## src/rtl/morse_pkg.sv

```systemverilog
// rtl/morse_pkg.sv - shared state, element and timing definitions for the Morse player
package morse_pkg;

    typedef enum logic [1:0] {
        IDLE,
        TONE,
        GAP,
        TRAIL
    } state_t;

    typedef enum logic {
        ELEM_DOT  = 1'b0,
        ELEM_DASH = 1'b1
    } elem_t;

    localparam logic [2:0] DOT_UNITS      = 3'd1;
    localparam logic [2:0] DASH_UNITS     = 3'd3;
    localparam logic [2:0] ELEM_GAP_UNITS = 3'd1;
    localparam logic [2:0] CHAR_GAP_UNITS = 3'd3;
    localparam logic [2:0] WORD_GAP_UNITS = 3'd7;

    function automatic logic [2:0] elem_units(input elem_t e);
        return (e == ELEM_DASH) ? DASH_UNITS : DOT_UNITS;
    endfunction

endpackage

```

## src/rtl/tone_gen.sv

```systemverilog
// rtl/tone_gen.sv - half-period divider producing the dot/dash square wave
module tone_gen
    import morse_pkg::*;
#(
    parameter int unsigned DOT_HALF  = 50000,
    parameter int unsigned DASH_HALF = 100000
) (
    input  logic  clk,
    input  logic  rst_n,
    input  logic  clr,
    input  logic  en,
    input  elem_t sel,
    output logic  beep
);

    localparam int unsigned HALF_MAX = (DOT_HALF > DASH_HALF) ? DOT_HALF : DASH_HALF;
    localparam int unsigned HW       = (HALF_MAX > 1) ? $clog2(HALF_MAX) : 1;

    logic [HW-1:0] cnt;
    logic [HW-1:0] half_last;

    assign half_last = (sel == ELEM_DASH) ? HW'(DASH_HALF - 1) : HW'(DOT_HALF - 1);

    always_ff @(posedge clk or negedge rst_n) begin
        if (!rst_n) begin
            cnt  <= '0;
            beep <= 1'b0;
        end else if (clr) begin
            cnt  <= '0;
            beep <= 1'b0;
        end else if (en) begin
            if (cnt == half_last) begin
                cnt  <= '0;
                beep <= ~beep;
            end else begin
                cnt <= cnt + 1'b1;
            end
        end
    end

endmodule

```

## src/rtl/morse_player.sv

```systemverilog
// rtl/morse_player.sv - plays one latched Morse character onto the buzzer with unit timing
module morse_player
    import morse_pkg::*;
#(
    parameter int unsigned UNIT_CYCLES = 5000000,
    parameter int unsigned MAX_LEN     = 6,
    parameter int unsigned DOT_HALF    = 50000,
    parameter int unsigned DASH_HALF   = 100000
) (
    input  logic               clk,
    input  logic               rst_n,
    input  logic               sym_valid,
    output logic               sym_ready,
    input  logic [MAX_LEN-1:0] sym_pattern,
    input  logic [2:0]         sym_len,
    input  logic               word_gap,
    input  logic               abort,
    output logic               beep,
    output logic               tone_on,
    output logic               busy,
    output logic               done
);

    localparam int unsigned CW = (UNIT_CYCLES > 1) ? $clog2(UNIT_CYCLES) : 1;

    state_t             state;
    state_t             state_next;
    logic [CW-1:0]      cyc_cnt;
    logic [2:0]         unit_cnt;
    logic [2:0]         units_cur;
    logic [MAX_LEN-1:0] pat_r;
    logic [2:0]         len_r;
    logic               wg_r;
    logic [2:0]         idx;
    logic [2:0]         len_c;
    logic               accept;
    logic               unit_end;
    logic               state_last;
    logic               more_elems;
    elem_t              elem_cur;
    logic               beep_raw;

    assign sym_ready  = (state == IDLE) && !abort;
    assign accept     = sym_valid && sym_ready;
    assign len_c      = (sym_len > 3'(MAX_LEN)) ? 3'(MAX_LEN) : sym_len;
    assign elem_cur   = elem_t'(pat_r[idx]);
    assign more_elems = (idx != (len_r - 3'd1));
    assign unit_end   = (cyc_cnt == CW'(UNIT_CYCLES - 1));
    assign state_last = unit_end && (unit_cnt == (units_cur - 3'd1));

    always_comb begin
        units_cur = ELEM_GAP_UNITS;
        case (state)
            TONE:    units_cur = elem_units(elem_cur);
            GAP:     units_cur = ELEM_GAP_UNITS;
            TRAIL:   units_cur = wg_r ? WORD_GAP_UNITS : CHAR_GAP_UNITS;
            default: units_cur = ELEM_GAP_UNITS;
        endcase
    end

    always_comb begin
        state_next = state;
        case (state)
            IDLE:  if (accept) state_next = (len_c != 3'd0) ? TONE : TRAIL;
            TONE:  if (state_last) state_next = more_elems ? GAP : TRAIL;
            GAP:   if (state_last) state_next = TONE;
            TRAIL: if (state_last) state_next = IDLE;
            default: state_next = IDLE;
        endcase
        if (abort) state_next = IDLE;
    end

    always_ff @(posedge clk or negedge rst_n) begin
        if (!rst_n) begin
            state    <= IDLE;
            cyc_cnt  <= '0;
            unit_cnt <= '0;
            pat_r    <= '0;
            len_r    <= '0;
            wg_r     <= 1'b0;
            idx      <= '0;
            done     <= 1'b0;
        end else begin
            state <= state_next;
            done  <= (state == TRAIL) && state_last && !abort;
            // Counters restart on every state change so each state lasts exactly units*UNIT_CYCLES.
            if (state_next != state) begin
                cyc_cnt  <= '0;
                unit_cnt <= '0;
            end else if (state != IDLE) begin
                if (unit_end) begin
                    cyc_cnt  <= '0;
                    unit_cnt <= unit_cnt + 3'd1;
                end else begin
                    cyc_cnt <= cyc_cnt + 1'b1;
                end
            end
            if (accept) begin
                pat_r <= sym_pattern;
                len_r <= len_c;
                wg_r  <= word_gap;
                idx   <= '0;
            end else if ((state == GAP) && state_last && !abort) begin
                idx <= idx + 3'd1;
            end
        end
    end

    tone_gen #(
        .DOT_HALF  (DOT_HALF),
        .DASH_HALF (DASH_HALF)
    ) u_tone_gen (
        .clk   (clk),
        .rst_n (rst_n),
        .clr   ((state_next == TONE) && (state != TONE)),
        .en    (state == TONE),
        .sel   (elem_cur),
        .beep  (beep_raw)
    );

    assign tone_on = (state == TONE);
    assign busy    = (state != IDLE);
    assign beep    = beep_raw && tone_on;

endmodule

```

## config.mk

```make
export PLATFORM = sky130hd
export DESIGN_NAME = morse_player
export DESIGN_NICKNAME = d
export VERILOG_FILES = /design/src/rtl/morse_pkg.sv /design/src/rtl/tone_gen.sv /design/src/rtl/morse_player.sv
export SDC_FILE = /design/constraint.sdc
export NUM_CORES = 1
export LEC_CHECK = 0
export ABC_CLOCK_PERIOD_IN_PS = 5400
export CORE_ASPECT_RATIO = 0.6
export CORE_MARGIN = 2
export CORE_UTILIZATION = 64
export DETAILED_ROUTE_END_ITERATION = 8
export PLACE_DENSITY = 0.85
export REMOVE_ABC_BUFFERS = 1
export SETUP_SLACK_MARGIN = 0.02
export SLEW_MARGIN = 10
export SYNTH_ARGS = -nofsm -noshare
export SYNTH_HDL_FRONTEND = slang
export SYNTH_SLANG_ARGS = --single-unit
```

## constraint.sdc

```tcl
create_clock -name clk -period 5.4 [get_ports clk]
set_input_delay 1.62 -clock clk [delete_from_list [all_inputs] [get_ports clk]]
set_output_delay 1.62 -clock clk [all_outputs]
set_load 0.05 [all_outputs]
```

* After elaboration in Yosys (flattened, before gate mapping)
Index checks and enable logic that the tools add are counted.
** Operators by class
- $lt $le $gt $ge :: 2
- Bitwise gates (word level) :: 1
- Eq/ne operators :: 10
- Add/sub/neg operators :: 6
- Reduce and logical (&&, ||, !) cells :: 20
- Mux-type cells :: 29
** Operator list (count)
- $mux W23 :: 3
- $mux W17 :: 4
- $add A23 B1 Y23 const B :: 1
- $eq A23 B23 Y1 const B :: 1
- $mux W3 :: 7
- $add A17 B1 Y17 const B :: 1
- $eq A17 B17 Y1 :: 1
- $mux W2 :: 7
- $reduce_bool A2 Y1 :: 6
- $logic_and A1 B1 Y1 :: 9
- $pmux W2 S4 :: 1
- $add A3 B1 Y3 const B :: 2
- $pmux W3 S2 :: 1
- $sub A3 B1 Y3 const B :: 2
- $mux W1 :: 5
- $eq A2 B1 Y1 const B :: 2
- $eq A2 B2 Y1 const B :: 2
- $lt A3 B4 Y1 const B :: 1
- $reduce_and A2 Y1 :: 2
- $bmux W1 S3 :: 1
- $eq A3 B3 Y1 :: 1
- $gt A3 B3 Y1 const B :: 1
- $ne A3 B3 Y1 :: 1
- $reduce_bool A3 Y1 :: 1
- 5 further kinds :: 5
** Storage, ports and cells
- Output and inout port bits :: 5
- Bits in registers :: 60

* Logic depth before layout (Yosys ltp)
Gate-level depths: netlist (run 1).
- Word-level depth :: 14
- Mapped depth :: 9

* By module
From an unflattened synthesis (run 1), not the netlist that was laid out.
** Unflattened totals
- Cell total of the unflattened synthesis :: 357
- Area total of the unflattened synthesis :: 3403.3 um^2
** By module, submodules not included
- morse_player :: instances 1, cells an instance 246, area each 2389.8 um^2, sequential area each 1051.0 um^2
- tone_gen :: instances 1, cells an instance 111, area each 1013.5 um^2, sequential area each 450.4 um^2

* Worst setup path after synthesis (run 1)
OpenSTA, ideal clock, no wires.
- Path kind :: input to output
- Start :: in abort
- End :: out sym_ready
- Arrival time :: 2.478 ns
- Stages :: 2
- Required time :: 3.780 ns
- Slack :: 1.302 ns
- Path through :: clkbuf_1 nor2_1
** Between the ends
- Cells in the longest elaborated chain, start to end :: 2
** RTL lines
- from (decl) :: line morse_player.sv:17 : input logic abort,
- $logic_not A1 Y1 :: line morse_player.sv:43 : assign sym_ready = (state == IDLE) && !abort;
- $logic_and A1 B1 Y1 :: line morse_player.sv:43
- to (decl) :: line morse_player.sv:13 : output logic sym_ready,
No other way between the ends.

* Worst setup path in the final report (run 1)
Ends and elaborated chain as after synthesis.

==> results of run 1 <==
## placed cells by master, fill, tap and decap left out, drive strengths merged, types with 2 or more instances in the layout
master | netlist | layout
nor2 | 33 | 33
nand2 | 41 | 41
inv | 9 | 9
xnor2 | 11 | 11
dfrtp | 60 | 60
and4 | 2 | 2
clkdlybuf4s50 | 0 | 17
o311ai | 6 | 6
bufinv | 0 | 3
a21oi | 12 | 12
o21ai | 16 | 16
mux2 | 12 | 12
ha | 5 | 5
a22o | 2 | 2
nand3 | 27 | 27
or2 | 5 | 5
o21a | 2 | 2
nor3 | 12 | 12
nor2b | 5 | 5
a211o | 2 | 2
o32ai | 2 | 2
nand4 | 11 | 11
nor4 | 6 | 6
o31ai | 3 | 3
xor2 | 18 | 18
nor4bb | 2 | 2
buf | 2 | 5
clkinv | 2 | 3
o22ai | 3 | 3
a41oi | 2 | 2
nor4b | 3 | 3
a31oi | 3 | 3
mux2i | 2 | 2
clkbuf | 13 | 12
and2 | 5 | 5
and3 | 7 | 7
## registers in the layout, indices dropped and copies added (netlist names)
signal,count
cyc_cnt,23
done,1
idx,3
len_r,3
pat_r,6
state,2
u_tone_gen.beep,1
u_tone_gen.cnt,17
unit_cnt,3
wg_r,1
## per-layer routing
| metal | global-route usage (%) | share of wire, % | vias to the layer above |
|---|---|---|---|
| met4 | 7.05 | 0.76 | 0 |
| met3 | 8.99 | 8.9 | 7 |
| met5 | 0 | 0 | - |
| met1 | 38.3 | 45 | 1418 |
| li1 | - | - | 1339 |
| met2 | 42.4 | 45 | 136 |
## how the worst max path moves through the flow
stage | startpoint | slack [ps] | to
2_1_floorplan | abort | 420 | unit_cnt[0]
3_5_place_dp | abort | 730 | sym_ready
6_report | abort | 720 | sym_ready
4_1_cts | abort | 740 | sym_ready
5_1_grt | abort | 700 | sym_ready
3_3_place_gp | abort | 760 | sym_ready
## power breakdown
part / switching, µW / internal [µW]
Combinational: 113 / 78.2
Clock: 175 / 331
Sequential: 31.2 / 485
## cell families (layout without fill, tap and decap cells)
group,count (synthesis),after routing,synth area share [%]
fa+ha+maj,5,5,1.84
xor+xnor,29,29,7.45
buf+inv,26,49,3.30
simple gates,167,167,25.2
mux,14,14,4.77
compound gates,59,59,13.4
flops,60,60,44.1
## stage by stage
step | std cells | hold slack [ps]
after floorplan | 345 | 439
final | 449 | 477
after global routing | 449 | 492
after detailed placement | 433 | 468
after CTS | 449 | 483
after global placement | 433 | 459
## worst max-delay path, stage by stage
cell	delay [ps]
clkdlybuf4s50_1	460
nor2_1	150
clkdlybuf4s50_1	830
## cell type report
type                            count  area share [%]
Multi-Input combinational cell    274            46.5
Sequential cell                    60            38.6
Timing Repair Buffer               22            5.28
Clock buffer                       12            3.99
Clock inverter                      4            2.45
Tap cell                           66            2.12
Inverter                           11            1.06
==> key figures, run 1 <==
Run status
  • Run status: finished, final reports clean

Clock network
  • Cts hold-fix bufs: 0
  • Largest buffer count on any clock path: 2
  • Count of H-tree levels built during CTS: 3
  • Library cell used as clock root buffer: clkbuf_8
  • Number of buffers added for setup after CTS: 0
  • # clock sinks: 60
  • Skew-Pair Late Insertion Delay: 340 ps
  • TritonCTS clock tree: built
  • CTS buffer count: 9
  • Clock transition at the registers of the reported paths: 60 ps
  • Count of instances resized after the clock tree is built: 0

Cells and area
  • Diode count: 0
  • Area occupied by multi-input gates: 0.00181 mm²
  • Layout Area Growth over Synthesis: 14.1%
  • Filler Cells Inserted: between 300 and 400
  • Design Area, Final: a little under 0.004 mm²
  • Fraction of layout cells with a size suffix above 1: between 10% and 20%
  • Area taken by flip-flops and latches: 0.00150 mm²
  • Final layout net count: 397
  • Final core utilization: between 70% and 80%

Detailed routing
  • DRC violations left: 0
  • Iteration count of the initial detailed-routing pass: 5
  • Antenna-violating nets left: 0
  • Vias post-DR: 2900
  • Total length of routed wires: around 8 mm
  • Vias per cell: 6.46
  • Violation count after the first detailed-routing iteration: roughly 270
  • DR WL/cell: roughly 17 µm

Yosys
  • Leading register cell type out of synthesis: dfrtp_1
  • Area of the mapped netlist: between 0.003 and 0.004 mm²
  • Asr flop ratio synth: 100%
  • Most numerous cell types in the synthesized netlist: dfrtp_1, nand2_1, nor2_1
  • Dominant cell by count in the synthesized netlist: dfrtp_1
  • Synth area leaders: dfrtp_1, xor2_1, nand2_1, nand3_1, nor2_1
  • Number of flops mapped to enable cells by yosys: 0
  • Synthesized flop and latch total: 60
  • Library cells used by synthesis: 54
  • Area share of the leading cell type in the synthesized netlist: around 44%
  • Cell type with the largest total area after synthesis: dfrtp_1
  • Post-synthesis area per instance: 9.47 µm²
  • Cell count after synthesis: 360
  • Register area share after synthesis: 44.1%
  • Yosys Warn Count: 0

Floorplan
  • Number of placed I/O pins: 19
  • Rows: 20
  • Initial cell density of the core: 66.8%
  • Die height: about 61 µm
  • Horizontal extent of the die: slightly below 100 µm
  • Die footprint: between 0.005 and 0.006 mm²
  • Standard cell core area: a little over 0.005 mm²

Timing
  • Max transition margin: 33.2%
  • Final period demand of the worst path: 4680 ps
  • Max-slew violation count: 0
  • Min setup slack post-route: 724 ps
  • Setup TNS: 0 ps
  • Number of setup violations in the final report: 0
  • Top achievable clock speed: about 0.21 GHz
  • Number of endpoints with negative hold slack in the final report: 0
  • Slew @ Worst Pin: 1000 ps
  • Clock skew: 6.45 ps
  • Unrepaired setup endpoints after global routing: false
  • Period utilization: ~87%

GRT
  • Via count of the first global-routing pass: between 2000 and 3000
  • Remaining global-route overflow: 0
  • Gr usage total: approximately 27%
  • Largest net degree at the start of global routing: 61
  • Initial antenna violation count: 0
  • Wire length of the first global-routing pass: between 10 and 15 mm

Power
  • Total power of the final layout: about 1200 µW
  • Leakage component of the power: ~0.0016 µW
  • Power per cell area: between 300 and 400 mW/mm²
  • Worst ir drop on vdd: between 0.15 and 0.2 mV

Worst setup path
  • Data arrival time of the critical path: 3060 ps
  • Element type at the critical path start: primary input
  • Type of the setup path with the least slack: primary input to output pin
  • Element type at the critical path end: output pin
  • Highest fanout seen on the critical path: 2
  • Capturing point of the worst reg2reg path: u_tone_gen.cnt[7]
  • Required time reported for the critical path endpoint: between 3000 and 4000 ps
  • Reg2reg setup slack: around 2400 ps
  • Source of the worst register-to-register timing path: idx[0]
  • Logic depth of the worst register-to-register path: 6

Placement
  • Post-DP HPWL: 5.39 mm
  • Total placed instance area: between 0.003 and 0.004 mm²
  • Number of input and output port buffers inserted: 18
  • Final weighted congestion of routability-driven global placement: 0.886
  • Pre-CTS WS: 733 ps

Run
  • Max-cap violation count: 0

Min path
  • Depth of the worst hold-timing path: 1
  • Critical hold path startpoint: u_tone_gen.beep
  • Hold WC Path Type: flop to flop
  • Hold EP: u_tone_gen.beep
(Power assumes the default switching activity.)
==> run 2, diff against run 1 <==
Settings changed: SLEW_MARGIN 10 to 20.
==> results of run 2 <==
No change in the layout: final DEF, timing and power equal those of run 1.
